==> config.mk <==
export PLATFORM = sky130hd
export DESIGN_NAME = reg_readback_tx
export DESIGN_NICKNAME = d
export VERILOG_FILES = /design/src/rtl/reg_readback_tx_pkg.sv /design/src/rtl/reg_readback_tx_byte_fifo.sv /design/src/rtl/reg_readback_tx.sv
export SDC_FILE = /design/constraint.sdc
export NUM_CORES = 1
export LEC_CHECK = 0
export CAP_MARGIN = 25
export CORE_MARGIN = 3
export CORE_UTILIZATION = 55
export DETAILED_ROUTE_END_ITERATION = 8
export PLACE_DENSITY = 0.7
export SLEW_MARGIN = 20
export SYNTH_ARGS = -nofsm -noshare
export SYNTH_HDL_FRONTEND = slang
export SYNTH_SLANG_ARGS = --single-unit
==> constraint.sdc <==
create_clock -name clkin -period 4.5 [get_ports clkin]
set_input_delay 0.9 -clock clkin [delete_from_list [all_inputs] [get_ports clkin]]
set_output_delay 0.9 -clock clkin [all_outputs]
set_load 0.01 [all_outputs]
==> src/rtl/reg_readback_tx_pkg.sv <==
// Shared UART transmit definitions: FSM state encoding and bit-period helper.
// Used by the register readback transmitter and its matching receiver.
package reg_readback_tx_pkg;

    typedef enum logic [1:0] {
        S_IDLE  = 2'd0,
        S_START = 2'd1,
        S_DATA  = 2'd2,
        S_STOP  = 2'd3
    } uart_state_e;

    // Truncating division: the line runs marginally fast rather than slow.
    function automatic int clks_per_bit(input int clk_hz, input int baud);
        return clk_hz / baud;
    endfunction

endpackage

==> src/rtl/reg_readback_tx_byte_fifo.sv <==
// Byte-wide synchronous FIFO: registered level, data visible at head combinationally.
// Latency 1 cycle push-to-pop; caller must only push when not full (or when popping) and pop when non-empty.
module reg_readback_tx_byte_fifo
    import reg_readback_tx_pkg::*;
#(
    parameter int DEPTH = 16
) (
    input  logic                         clk_i,
    input  logic                         rst_n_i,
    input  logic                         push_i,
    input  logic                         pop_i,
    input  logic [7:0]                   dat_i,
    output logic [7:0]                   dat_o,
    output logic [$clog2(DEPTH+1)-1:0]   level_o,
    output logic                         full_o,
    output logic                         empty_o
);

    localparam int PTR_W = $clog2(DEPTH);
    localparam int LVL_W = $clog2(DEPTH + 1);

    logic [7:0]       mem_q [DEPTH];
    logic [PTR_W-1:0] wr_ptr_q;
    logic [PTR_W-1:0] rd_ptr_q;
    logic [LVL_W-1:0] level_q;

    always_ff @(posedge clk_i) begin
        if (push_i) begin
            mem_q[wr_ptr_q] <= dat_i;
        end
    end

    // Level is counted directly so full and empty never alias on equal pointers.
    always_ff @(posedge clk_i) begin
        if (!rst_n_i) begin
            wr_ptr_q <= '0;
            rd_ptr_q <= '0;
            level_q  <= '0;
        end else begin
            if (push_i) begin
                wr_ptr_q <= wr_ptr_q + PTR_W'(1);
            end
            if (pop_i) begin
                rd_ptr_q <= rd_ptr_q + PTR_W'(1);
            end
            case ({push_i, pop_i})
                2'b10:   level_q <= level_q + LVL_W'(1);
                2'b01:   level_q <= level_q - LVL_W'(1);
                default: level_q <= level_q;
            endcase
        end
    end

    assign dat_o   = mem_q[rd_ptr_q];
    assign level_o = level_q;
    assign full_o  = (level_q == LVL_W'(DEPTH));
    assign empty_o = (level_q == '0);

endmodule

==> src/rtl/reg_readback_tx.sv <==
// Register readback return path: captures read data after each strobe, queues it, sends 8N1 UART.
// Latency READ_LATENCY+1 edges strobe-to-start-bit; no backpressure, a byte arriving at a full queue is dropped and flagged sticky.
module reg_readback_tx
    import reg_readback_tx_pkg::*;
#(
    parameter int CLK_HZ       = 27_000_000,
    parameter int BAUD         = 115200,
    parameter int FIFO_DEPTH   = 16,
    parameter int READ_LATENCY = 2
) (
    input  logic                               clkin,
    input  logic                               reset,
    input  logic                               reg_read,
    input  logic [7:0]                         reg_data_out,
    output logic                               tx,
    output logic                               busy,
    output logic                               overflow,
    output logic [$clog2(FIFO_DEPTH+1)-1:0]    fifo_level
);

    localparam int CLKS_PER_BIT = clks_per_bit(CLK_HZ, BAUD);
    localparam int CNT_W        = $clog2(CLKS_PER_BIT + 1);
    localparam int LVL_W        = $clog2(FIFO_DEPTH + 1);
    localparam logic [CNT_W-1:0] CNT_MAX = CNT_W'(CLKS_PER_BIT - 1);

    logic [READ_LATENCY-1:0] strb_q;
    uart_state_e             state_q, state_d;
    logic [CNT_W-1:0]        cnt_q, cnt_d;
    logic [2:0]              bit_idx_q, bit_idx_d;
    logic [7:0]              shift_q, shift_d;
    logic                    tx_q, tx_d;
    logic                    busy_q, busy_d;
    logic                    overflow_q, overflow_d;

    logic                    push;
    logic                    push_ok;
    logic                    pop;
    logic [7:0]              fifo_dat;
    logic [LVL_W-1:0]        fifo_lvl;
    logic                    fifo_full;
    logic                    fifo_empty;
    logic                    lvl_nz_d;

    always_ff @(posedge clkin) begin
        if (!reset) begin
            strb_q <= '0;
        end else begin
            strb_q[0] <= reg_read;
            for (int i = 1; i < READ_LATENCY; i++) begin
                strb_q[i] <= strb_q[i-1];
            end
        end
    end

    // A pop on the same edge frees the slot, so a full queue still takes the byte.
    assign push    = strb_q[READ_LATENCY-1];
    assign push_ok = push & (~fifo_full | pop);

    reg_readback_tx_byte_fifo #(
        .DEPTH (FIFO_DEPTH)
    ) u_fifo (
        .clk_i   (clkin),
        .rst_n_i (reset),
        .push_i  (push_ok),
        .pop_i   (pop),
        .dat_i   (reg_data_out),
        .dat_o   (fifo_dat),
        .level_o (fifo_lvl),
        .full_o  (fifo_full),
        .empty_o (fifo_empty)
    );

    always_comb begin
        state_d   = state_q;
        cnt_d     = cnt_q;
        bit_idx_d = bit_idx_q;
        shift_d   = shift_q;
        pop       = 1'b0;
        case (state_q)
            S_IDLE: begin
                if (!fifo_empty) begin
                    pop     = 1'b1;
                    shift_d = fifo_dat;
                    cnt_d   = CNT_MAX;
                    state_d = S_START;
                end
            end
            S_START: begin
                if (cnt_q == '0) begin
                    cnt_d     = CNT_MAX;
                    bit_idx_d = 3'd0;
                    state_d   = S_DATA;
                end else begin
                    cnt_d = cnt_q - CNT_W'(1);
                end
            end
            S_DATA: begin
                if (cnt_q == '0) begin
                    cnt_d = CNT_MAX;
                    if (bit_idx_q == 3'd7) begin
                        state_d = S_STOP;
                    end else begin
                        bit_idx_d = bit_idx_q + 3'd1;
                    end
                end else begin
                    cnt_d = cnt_q - CNT_W'(1);
                end
            end
            S_STOP: begin
                if (cnt_q == '0) begin
                    if (!fifo_empty) begin
                        pop     = 1'b1;
                        shift_d = fifo_dat;
                        cnt_d   = CNT_MAX;
                        state_d = S_START;
                    end else begin
                        state_d = S_IDLE;
                    end
                end else begin
                    cnt_d = cnt_q - CNT_W'(1);
                end
            end
            default: state_d = S_IDLE;
        endcase
    end

    // tx and busy are computed from next-state values so they are flop outputs aligned with the FSM.
    always_comb begin
        tx_d = 1'b1;
        case (state_d)
            S_START: tx_d = 1'b0;
            S_DATA:  tx_d = shift_d[bit_idx_d];
            default: tx_d = 1'b1;
        endcase
        lvl_nz_d   = push_ok | (pop ? (fifo_lvl > LVL_W'(1)) : ~fifo_empty);
        busy_d     = (state_d != S_IDLE) | lvl_nz_d;
        overflow_d = overflow_q | (push & ~push_ok);
    end

    always_ff @(posedge clkin) begin
        if (!reset) begin
            state_q    <= S_IDLE;
            cnt_q      <= '0;
            bit_idx_q  <= 3'd0;
            shift_q    <= 8'd0;
            tx_q       <= 1'b1;
            busy_q     <= 1'b0;
            overflow_q <= 1'b0;
        end else begin
            state_q    <= state_d;
            cnt_q      <= cnt_d;
            bit_idx_q  <= bit_idx_d;
            shift_q    <= shift_d;
            tx_q       <= tx_d;
            busy_q     <= busy_d;
            overflow_q <= overflow_d;
        end
    end

    assign tx         = tx_q;
    assign busy       = busy_q;
    assign overflow   = overflow_q;
    assign fifo_level = fifo_lvl;

endmodule

==> results.json, run 1 <==
{
  "status": "completed",
  "areaGrowthSynthToFinish_pct": 14.5,
  "syn_area_per_cell_um2": 14.5,
  "final.setup.tns_ps": 0,
  "power.density_nw_per_um2": 557,
  "gr-total-overflow": 0,
  "synth_area_um2": 7180,
  "critPathRequiredTime_ps": 4640,
  "synth_edf_count": 128,
  "clkSlewWorstSetupHoldPaths_ps": 60,
  "finalHoldViolations": 0,
  "place_area_um2": 7530,
  "whs_path_depth": 1,
  "grtUsageTotal_pct": 22.0,
  "clock.fmax_mhz": 290,
  "dieHeight_um": 120,
  "post-dp-hpwl_um": 9940,
  "cts_made_buffers": 17,
  "cp-end-kind": "flop",
  "final_nets": 547,
  "antenna_found_initial": 0,
  "first_global_vias": 4139,
  "start_util_pct": 56.7,
  "period_share_pct": 76.7,
  "worst-path-max-fanout": 9,
  "synth_fp_nets": 521,
  "synth_cells": 494,
  "cts_resized": 0,
  "cts.sinks": 171,
  "die_area_um2": 14500,
  "rsz0062_at_grt": "false",
  "synth-seq-area-share_pct": 65.5,
  "num_vias": 4269,
  "yosysMostFrequentCell": "edfxtp_1",
  "diodes": 0,
  "core_um2": 12700,
  "ios": 19,
  "rr_worst_depth": 9,
  "p_leak_uw": 0.00271,
  "relSlewSlack_pct": 32.6,
  "holdBufCountCts": 0,
  "cts_tree": "built",
  "fill_cells": 924,
  "critPathTopFamily": "simple AND/OR/NAND/NOR gates",
  "worst_setup_path_start_kind": "flop",
  "synthTopCellsByArea": "edfxtp_1 (54%), dfxtp_1 (12%), mux4_2 (9.1%)",
  "htree_levels": 4,
  "cap_violations": 0,
  "crit_arrival_ps": 3590,
  "finalSetupViolations": 0,
  "cp_num_buf_inv": 2,
  "clk_latency_ps": 430,
  "synth.cells.most_frequent": "edfxtp_1 (128), nor2_1 (51), dfxtp_1 (43)",
  "viasPerCell": 6.06,
  "hp-class": "reg2reg",
  "grt_start_max_net_pins": 32,
  "gp_congestion": 0.834,
  "drive_gt1_share_pct": 16.1,
  "drv_slew": 0,
  "synth_cell_types": 57,
  "die_w_um": 120,
  "ys_ff_latch": 171,
  "crit_chain": "inv_1 -> ha_1 -> nor4b_2 -> a31oi_1 -> o2111ai_1 -> and2_1 -> nand2_1 -> nor3_1 -> buf_4",
  "fin_crit_ps": 3450,
  "post_cts_buffers": 0,
  "synth_top_area_share_pct": 53.5,
  "rows": 41,
  "async_flop_share_pct": 0,
  "slowest_stage": "nor3_1",
  "crit_cells": 9,
  "drt-pass1-iter-count": 5,
  "clockRootBuffer": "clkbuf_16",
  "fin_area_um2": 8220,
  "skew_ps": 6.20,
  "ir_drop_uv": 363,
  "drc": 0,
  "drt-total-wl_um": 14900,
  "grt_pass1_wl_um": 23500,
  "drt-initial-drc-count": 560,
  "cpPeakStageDelay_ps": 720,
  "ys.flop_type": "edfxtp_1",
  "clk_path_buf_depth": 2,
  "worst_slew_pin_slew_ps": 1010,
  "drtAntennaViolNets": 0,
  "yosys.area.top_type": "edfxtp_1",
  "crit_type": "reg2reg",
  "ys_warn_count": 0,
  "io_buffers": 18,
  "wl_per_cell_um": 21.1
}
registers in the layout, indices dropped and copies added, names as in the netlist, named ones only:
signal           flops
u_fifo.mem_q       128
cnt_q                8
shift_q              8
u_fifo.level_o       5
u_fifo.rd_ptr_q      4
u_fifo.wr_ptr_q      4
bit_idx_q            3
state_q              2
strb_q               2
busy                 1
overflow             1
tx                   1
kinds of logic after synthesis:
family	count (synthesis)	share of synthesized area (%)
DFF	171	65.5
and+or+nand+nor	152	11.1
muxes	41	10.8
xor gates and xnor gates	9	1.10
adders and majority gates	16	2.79
buffers and inverters	35	2.14
AOI/OAI and AO/OA	70	6.61
worst reg2reg max path, delay by kind of cell (launching register included):
| family | cells | cell delay (ps) |
|---|---|---|
| compound gates | 2 | 540 |
| buf+inv | 2 | 380 |
| flops | 1 | 310 |
| simple gates | 4 | 1710 |
| fa+ha+maj | 1 | 230 |
power breakdown:
| group | total [uW] | switching, uW | leakage, uW | internal, uW |
|---|---|---|---|---|
| clock network | 1550 | 570 | 0.000302 | 979 |
| logic | 1130 | 655 | 0.000909 | 472 |
| registers | 1900 | 113 | 0.00150 | 1790 |
layout make-up:
cell class	instances	area [um2]	share of cell area, %
repair buffers	30	302	3.67
flip-flops and latches	171	4700	57.2
clock inverters	13	198	2.40
well taps	172	215	2.62
multi-input cells	288	2330	28.3
clock buffers	19	433	5.26
inverters	12	45.0	0.548
cells in the final DEF (no fill, tap or decap), drive strengths merged, types with 6 or more instances in the layout:
cell           count
edfxtp           128
nor2              52
dfxtp             43
mux4              29
nand2             25
clkbuf            19
nand3             18
clkdlybuf4s50     18
a21oi             17
ha                16
o21ai             16
a22oi             13
inv               13
mux2i             12
buf               12
nor3              10
and2               9
or3                7
nor4b              7
xor2               6
per-stage QoR:
stage / setup slack [ps] / util (%) / hold slack (ps) / std cells / power, uW
2_1_floorplan: 1780 / - / 412 / 494 / 2720
3_5_place_dp: 1150 / 59.5 / 430 / 670 / 3030
3_3_place_gp: 1340 / 59.5 / 428 / 670 / 3000
5_1_grt: 821 / 64.9 / 472 / 705 / 4800
6_report: 1050 / 64.9 / 443 / 705 / 4580
4_1_cts: 1120 / 64.4 / 444 / 702 / 4580
routing by layer:
layer  up-vias  wire length, um  global-route usage, %
met5         -                0                      0
met4         0              278                   7.93
met3        20              761                   4.54
met2       140             6860                   32.0
met1      2164             6990                   33.2
li1       1945                -                      -
final timing paths:
check / start / end / slack [ps]
worst max-delay path: cnt_q[0]$_SDFF_PN0_ / u_fifo.mem_q[0][1]$_DFFE_PP_ / 1050
worst min-delay path: strb_q[0]$_SDFF_PN0_ / strb_q[1]$_SDFF_PN0_ / 440
worst max register to register: cnt_q[0]$_SDFF_PN0_ / u_fifo.mem_q[0][1]$_DFFE_PP_ / 1050
worst min register to register: strb_q[0]$_SDFF_PN0_ / strb_q[1]$_SDFF_PN0_ / 440
Power figures use the tool's default switching activity.
==> run 2, diff against run 1 <==
==> constraint.sdc (replaced) <==
create_clock -name clkin -period 3.45 [get_ports clkin]
set_input_delay 0.69 -clock clkin [delete_from_list [all_inputs] [get_ports clkin]]
set_output_delay 0.69 -clock clkin [all_outputs]
set_load 0.01 [all_outputs]
==> run 2 against run 1 <==
  * Clock power grew 26%
  * Count of clock-buffer cells in the layout shrank 1
  * First-iteration DRC count shrank 37%
  * Critical endpoint is now u_fifo.level_o[3]$_SDFFE_PN0P_
  * Sequential power grew 28%
  * Register-to-register slack lost 670 ps
  * Flip-flop and latch count is the same
  * Non-clock buffer count grew 16
  * Worst setup slack lost 670 ps
==> results.json, run 2 (synthesized netlist as in run 1, its figures left out) <==
{
  "status": "completed",
  "io_buffers": 18,
  "die_area_um2": 14500,
  "final_cell_mix": "edfxtp_1 (128), nor2_1 (51), dfxtp_1 (43), mux4_2 (29), buf_4 (28)",
  "largest_register_ffs": 128,
  "combinationalPowerShare_pct": 25.4,
  "drc": 0,
  "areaGrowthSynthToFinish_pct": 15.3,
  "place_ws_ps": 439,
  "rows": 41,
  "cts.sinks": 171,
  "wl_per_cell_um": 19.5,
  "skew_ps": 9.11,
  "drt-total-wl_um": 14100,
  "post-dp-hpwl_um": 9620,
  "cp-end-kind": "flop",
  "clk_latency_ps": 420,
  "worst_setup_path_start_kind": "flop",
  "finalSetupViolations": 0,
  "clkSlewWorstSetupHoldPaths_ps": 60,
  "gp_congestion": 0.837,
  "grtUsageTotal_pct": 21.1,
  "p_leak_uw": 0.00277,
  "ir_drop_uv": 370,
  "drt-pass1-iter-count": 4,
  "rr_worst_depth": 12,
  "drv_slew": 0,
  "power.internal_uw": 4160,
  "core_um2": 12700,
  "reg_top3": "u_fifo.mem_q: 128 flops, cnt_q: 8 flops, shift_q: 8 flops",
  "first_global_vias": 4199,
  "clockPowerShare_pct": 33.2,
  "htree_levels": 4,
  "final_common_cell": "edfxtp_1",
  "drtAntennaViolNets": 0,
  "holdBufCountCts": 0,
  "power.switching_uw": 1700,
  "diodes": 0,
  "start_util_pct": 56.7,
  "antenna_found_initial": 0,
  "largest-register": "u_fifo.mem_q",
  "drt-initial-drc-count": 354,
  "fin_crit_ps": 3070,
  "period_share_pct": 89.1,
  "grt_start_max_net_pins": 31,
  "clock.fmax_mhz": 325,
  "whs_path_depth": 1,
  "clockRootBuffer": "clkbuf_16",
  "crit_type": "reg2reg",
  "swShare_pct": 29.1,
  "hp-class": "reg2reg",
  "dieHeight_um": 120,
  "worst_slew_pin_slew_ps": 838,
  "finalHoldViolations": 0,
  "critPathRequiredTime_ps": 3800,
  "cts_resized": 0,
  "ios": 19,
  "grt_pass1_wl_um": 22800,
  "worst-path-max-fanout": 9,
  "cap_violations": 0,
  "cts_tree": "built",
  "seqPwrFrac_pct": 41.4,
  "post_cts_buffers": 0,
  "viasPerCell": 5.82,
  "rsz0062_at_grt": "false",
  "clk_path_buf_depth": 2,
  "die_w_um": 120,
  "power.density_nw_per_um2": 708,
  "drive_gt1_share_pct": 18.4,
  "crit_arrival_ps": 3420,
  "gr-total-overflow": 0,
  "postLayoutSetupSlackWorst_ps": 376,
  "num_vias": 4192,
  "relSlewSlack_pct": 44.1,
  "final.setup.tns_ps": 0,
  "cts_made_buffers": 17,
  "final_nets": 563
}
==> run 2: layout make-up <==
class	count	area, um2
flip-flops and latches	171	4700
fillers	929	4390
multi-input cells	288	2320
clock buffers	18	429
repair buffers	46	390
well taps	172	215
clock inverters	13	175
inverters	12	45.0
==> run 2: worst paths after layout <==
check,slack (ps),from,endpoint
setup reg to reg,380,cnt_q[0]$_SDFF_PN0_,u_fifo.level_o[3]$_SDFFE_PN0P_
setup / recovery,380,cnt_q[0]$_SDFF_PN0_,u_fifo.level_o[3]$_SDFFE_PN0P_
hold / removal,440,strb_q[0]$_SDFF_PN0_,strb_q[1]$_SDFF_PN0_
hold reg to reg,440,strb_q[0]$_SDFF_PN0_,strb_q[1]$_SDFF_PN0_
==> run 2: routing by layer <==
| metal | track usage (%) | routed length [um] | share of wire [%] | vias to the layer above |
|---|---|---|---|---|
| li1 | - | - | - | 1983 |
| met1 | 26.4 | 5880 | 42 | 2098 |
| met2 | 35.9 | 7370 | 52 | 94 |
| met3 | 5.00 | 588 | 4.2 | 17 |
| met4 | 8.29 | 232 | 1.6 | 0 |
| met5 | 0 | 0 | 0 | - |
==> run 2: power by group through the flow <==
stage          Sequential (uW)  Clock, uW  Combinational [uW]
2_1_floorplan             2470          0                1080
3_3_place_gp              2470          0                1450
3_5_place_dp              2470          0                1480
4_1_cts                   2430       1980                1490
5_1_grt                   2440       2070                1660
6_report                  2430       1950                1490
==> run 2: worst max-delay path: stages, from the launching register on <==
cell and delay (ps):
dfxtp_1 310, inv_1 90, ha_1 210, nor4b_2 370
a31oi_1 260, o2111ai_1 260, and2_1 360, inv_2 70
ha_1 280, nor2b_1 200, a31oi_1 130, or3_1 320
a21oi_1 140
==> run 2: metrics by stage <==
| step | utilization (%) | cells | cell area, um2 | power (uW) | hold slack (ps) |
|---|---|---|---|---|---|
| after floorplan | - | 494 | 7180 | 3550 | 412 |
| final | 65.4 | 720 | 8280 | 5860 | 441 |
| after CTS | 65.4 | 720 | 8280 | 5900 | 446 |
| after detailed placement | 60.6 | 689 | 7680 | 3950 | 428 |
| after global routing | 65.4 | 720 | 8280 | 6170 | 466 |
| after global placement | 60.6 | 689 | 7680 | 3920 | 424 |
==> run 3, diff against run 2 <==
--- a/config.mk
+++ b/config.mk
@@ -5,11 +5,11 @@
 export SDC_FILE = /design/constraint.sdc
 export NUM_CORES = 1
 export LEC_CHECK = 0
-export CAP_MARGIN = 25
-export CORE_MARGIN = 3
+export CAP_MARGIN = 10
 export CORE_UTILIZATION = 55
 export DETAILED_ROUTE_END_ITERATION = 8
 export PLACE_DENSITY = 0.7
+export RECOVER_POWER = 50
 export SLEW_MARGIN = 20
 export SYNTH_ARGS = -nofsm -noshare
 export SYNTH_HDL_FRONTEND = slang
==> run 3 against run 2 <==
  * Routed wire length up 4.4%
  * Register-to-register slack worse by 140 ps
  * Combinational power down 4%
  * Clock skew up 1.5 ps
  * Sequential power about the same
  * Core utilization down 0.059 points
  * Global-route usage up 2.3 points
  * Critical path type unchanged
  * Largest cell class unchanged
  * Highest routed layer unchanged
  * Critical path depth down 3
==> results.json, run 3 (synthesized netlist as in run 1, its figures left out) <==
{
  "place_ws_ps": 415,
  "postLayoutSetupSlackWorst_ps": 240,
  "worst-path-max-fanout": 8,
  "whs_ps": 436,
  "areaGrowthSynthToFinish_pct": 15.2,
  "hp-class": "reg2reg",
  "drc": 0,
  "die_w_um": 116,
  "viasPerCell": 6.01,
  "final_nets": 566,
  "clockRootBuffer": "clkbuf_16",
  "clk_path_buf_depth": 2,
  "multiInputGateArea_um2": 2290,
  "critPathRequiredTime_ps": 3730,
  "final.setup.tns_ps": 0,
  "clk_latency_ps": 420,
  "cts.sinks": 171,
  "num_vias": 4354,
  "grt_pass1_wl_um": 22500,
  "cap_violations": 0,
  "largest_register_ffs": 128,
  "cts_resized": 0,
  "io_buffers": 18,
  "final_common_cell": "edfxtp_1",
  "post-dp-hpwl_um": 9580,
  "cp-end-kind": "flop",
  "core_um2": 12700,
  "clkSlewWorstSetupHoldPaths_ps": 70,
  "skew_ps": 10.6,
  "crit_arrival_ps": 3490,
  "route.met3.wl_um": 705,
  "finalHoldViolations": 0,
  "utilization_pct": 65.3,
  "route.met2.wl_um": 7310,
  "wl_per_cell_um": 20.3,
  "ir_drop_uv": 548,
  "cts_tree": "built",
  "dp.cells": 692,
  "clock.fmax_mhz": 312,
  "drtAntennaViolNets": 0,
  "finalSetupViolations": 0,
  "dieHeight_um": 116,
  "gr-total-overflow": 0,
  "wl_met1_um": 6430,
  "htree_levels": 4,
  "grtUsageTotal_pct": 23.5,
  "status": "completed",
  "diodes": 0,
  "fill_cells": 896,
  "largest-register": "u_fifo.mem_q",
  "worst_setup_path_start_kind": "flop",
  "grt_start_max_net_pins": 31,
  "die_area_um2": 13500,
  "regArea_um2": 4700,
  "gp_congestion": 0.835,
  "fin_crit_ps": 3210,
  "reg_top3": "u_fifo.mem_q: 128 flops, cnt_q: 8 flops, shift_q: 8 flops",
  "final_cells": 724,
  "period_share_pct": 93.0,
  "ios": 19,
  "rows": 41,
  "holdBufCountCts": 0,
  "worst_slew_pin_slew_ps": 924,
  "post_cts_buffers": 0,
  "drt-pass1-iter-count": 6,
  "rsz0062_at_grt": "false",
  "first_global_vias": 4111,
  "start_util_pct": 56.7,
  "final_cell_mix": "edfxtp_1 (128), nor2_1 (52), dfxtp_1 (43), buf_4 (30), mux4_2 (29)",
  "antenna_found_initial": 0,
  "routed.top_layer": "met4",
  "drv_slew": 0,
  "crit_type": "reg2reg",
  "cts_made_buffers": 17,
  "relSlewSlack_pct": 38.0,
  "drt-initial-drc-count": 470,
  "drive_gt1_share_pct": 18.3,
  "p_leak_uw": 0.00280,
  "drt-total-wl_um": 14700,
  "power.density_nw_per_um2": 704
}
run 3: path summary, 6_finish.rpt:
kind	from	to	slack (ps)	cells after the start
max	cnt_q[0]$_SDFF_PN0_	tx$_SDFF_PN1_	240	9
min reg2reg	strb_q[0]$_SDFF_PN0_	strb_q[1]$_SDFF_PN0_	440	1
min	strb_q[0]$_SDFF_PN0_	strb_q[1]$_SDFF_PN0_	440	1
max reg2reg	cnt_q[0]$_SDFF_PN0_	tx$_SDFF_PN1_	240	9
run 3: layer usage:
| layer | up-vias | global-route usage (%) |
|---|---|---|
| li1 | 1988 | - |
| met1 | 2214 | 31.1 |
| met2 | 135 | 37.9 |
| met3 | 17 | 6.38 |
| met4 | 0 | 7.44 |
| met5 | - | 0 |
run 3: cell type report:
class	instances	area share (%)
Sequential cell	171	56.9
Multi-Input combinational cell	288	27.7
Clock buffer	17	5.14
Timing Repair Buffer	49	4.95
Tap cell	172	2.60
Clock inverter	15	2.19
Inverter	12	0.544
run 3: worst max-delay path, stage by stage, from the launching register on:
cell and delay [ps]:
dfxtp_1 320, inv_1 90, ha_1 230, or4b_1 610, nor2_1 390, a21oi_1 120
a211oi_1 750, nor4b_1 110, nor4_1 290, a41oi_1 150
run 3: power by group:
group / switching, uW / total [uW] / internal, uW
combinational: 833 / 1430 / 593
sequential: 127 / 2460 / 2330
clock: 838 / 1930 / 1100
total: 1800 / 5820 / 4020
run 3: per-stage QoR:
step / power, uW / cell area [um2]
after floorplan: 3550 / 7180
after global placement: 3920 / 7700
after detailed placement: 3960 / 7700
after CTS: 5890 / 8310
after global routing: 6100 / 8270
final: 5820 / 8270
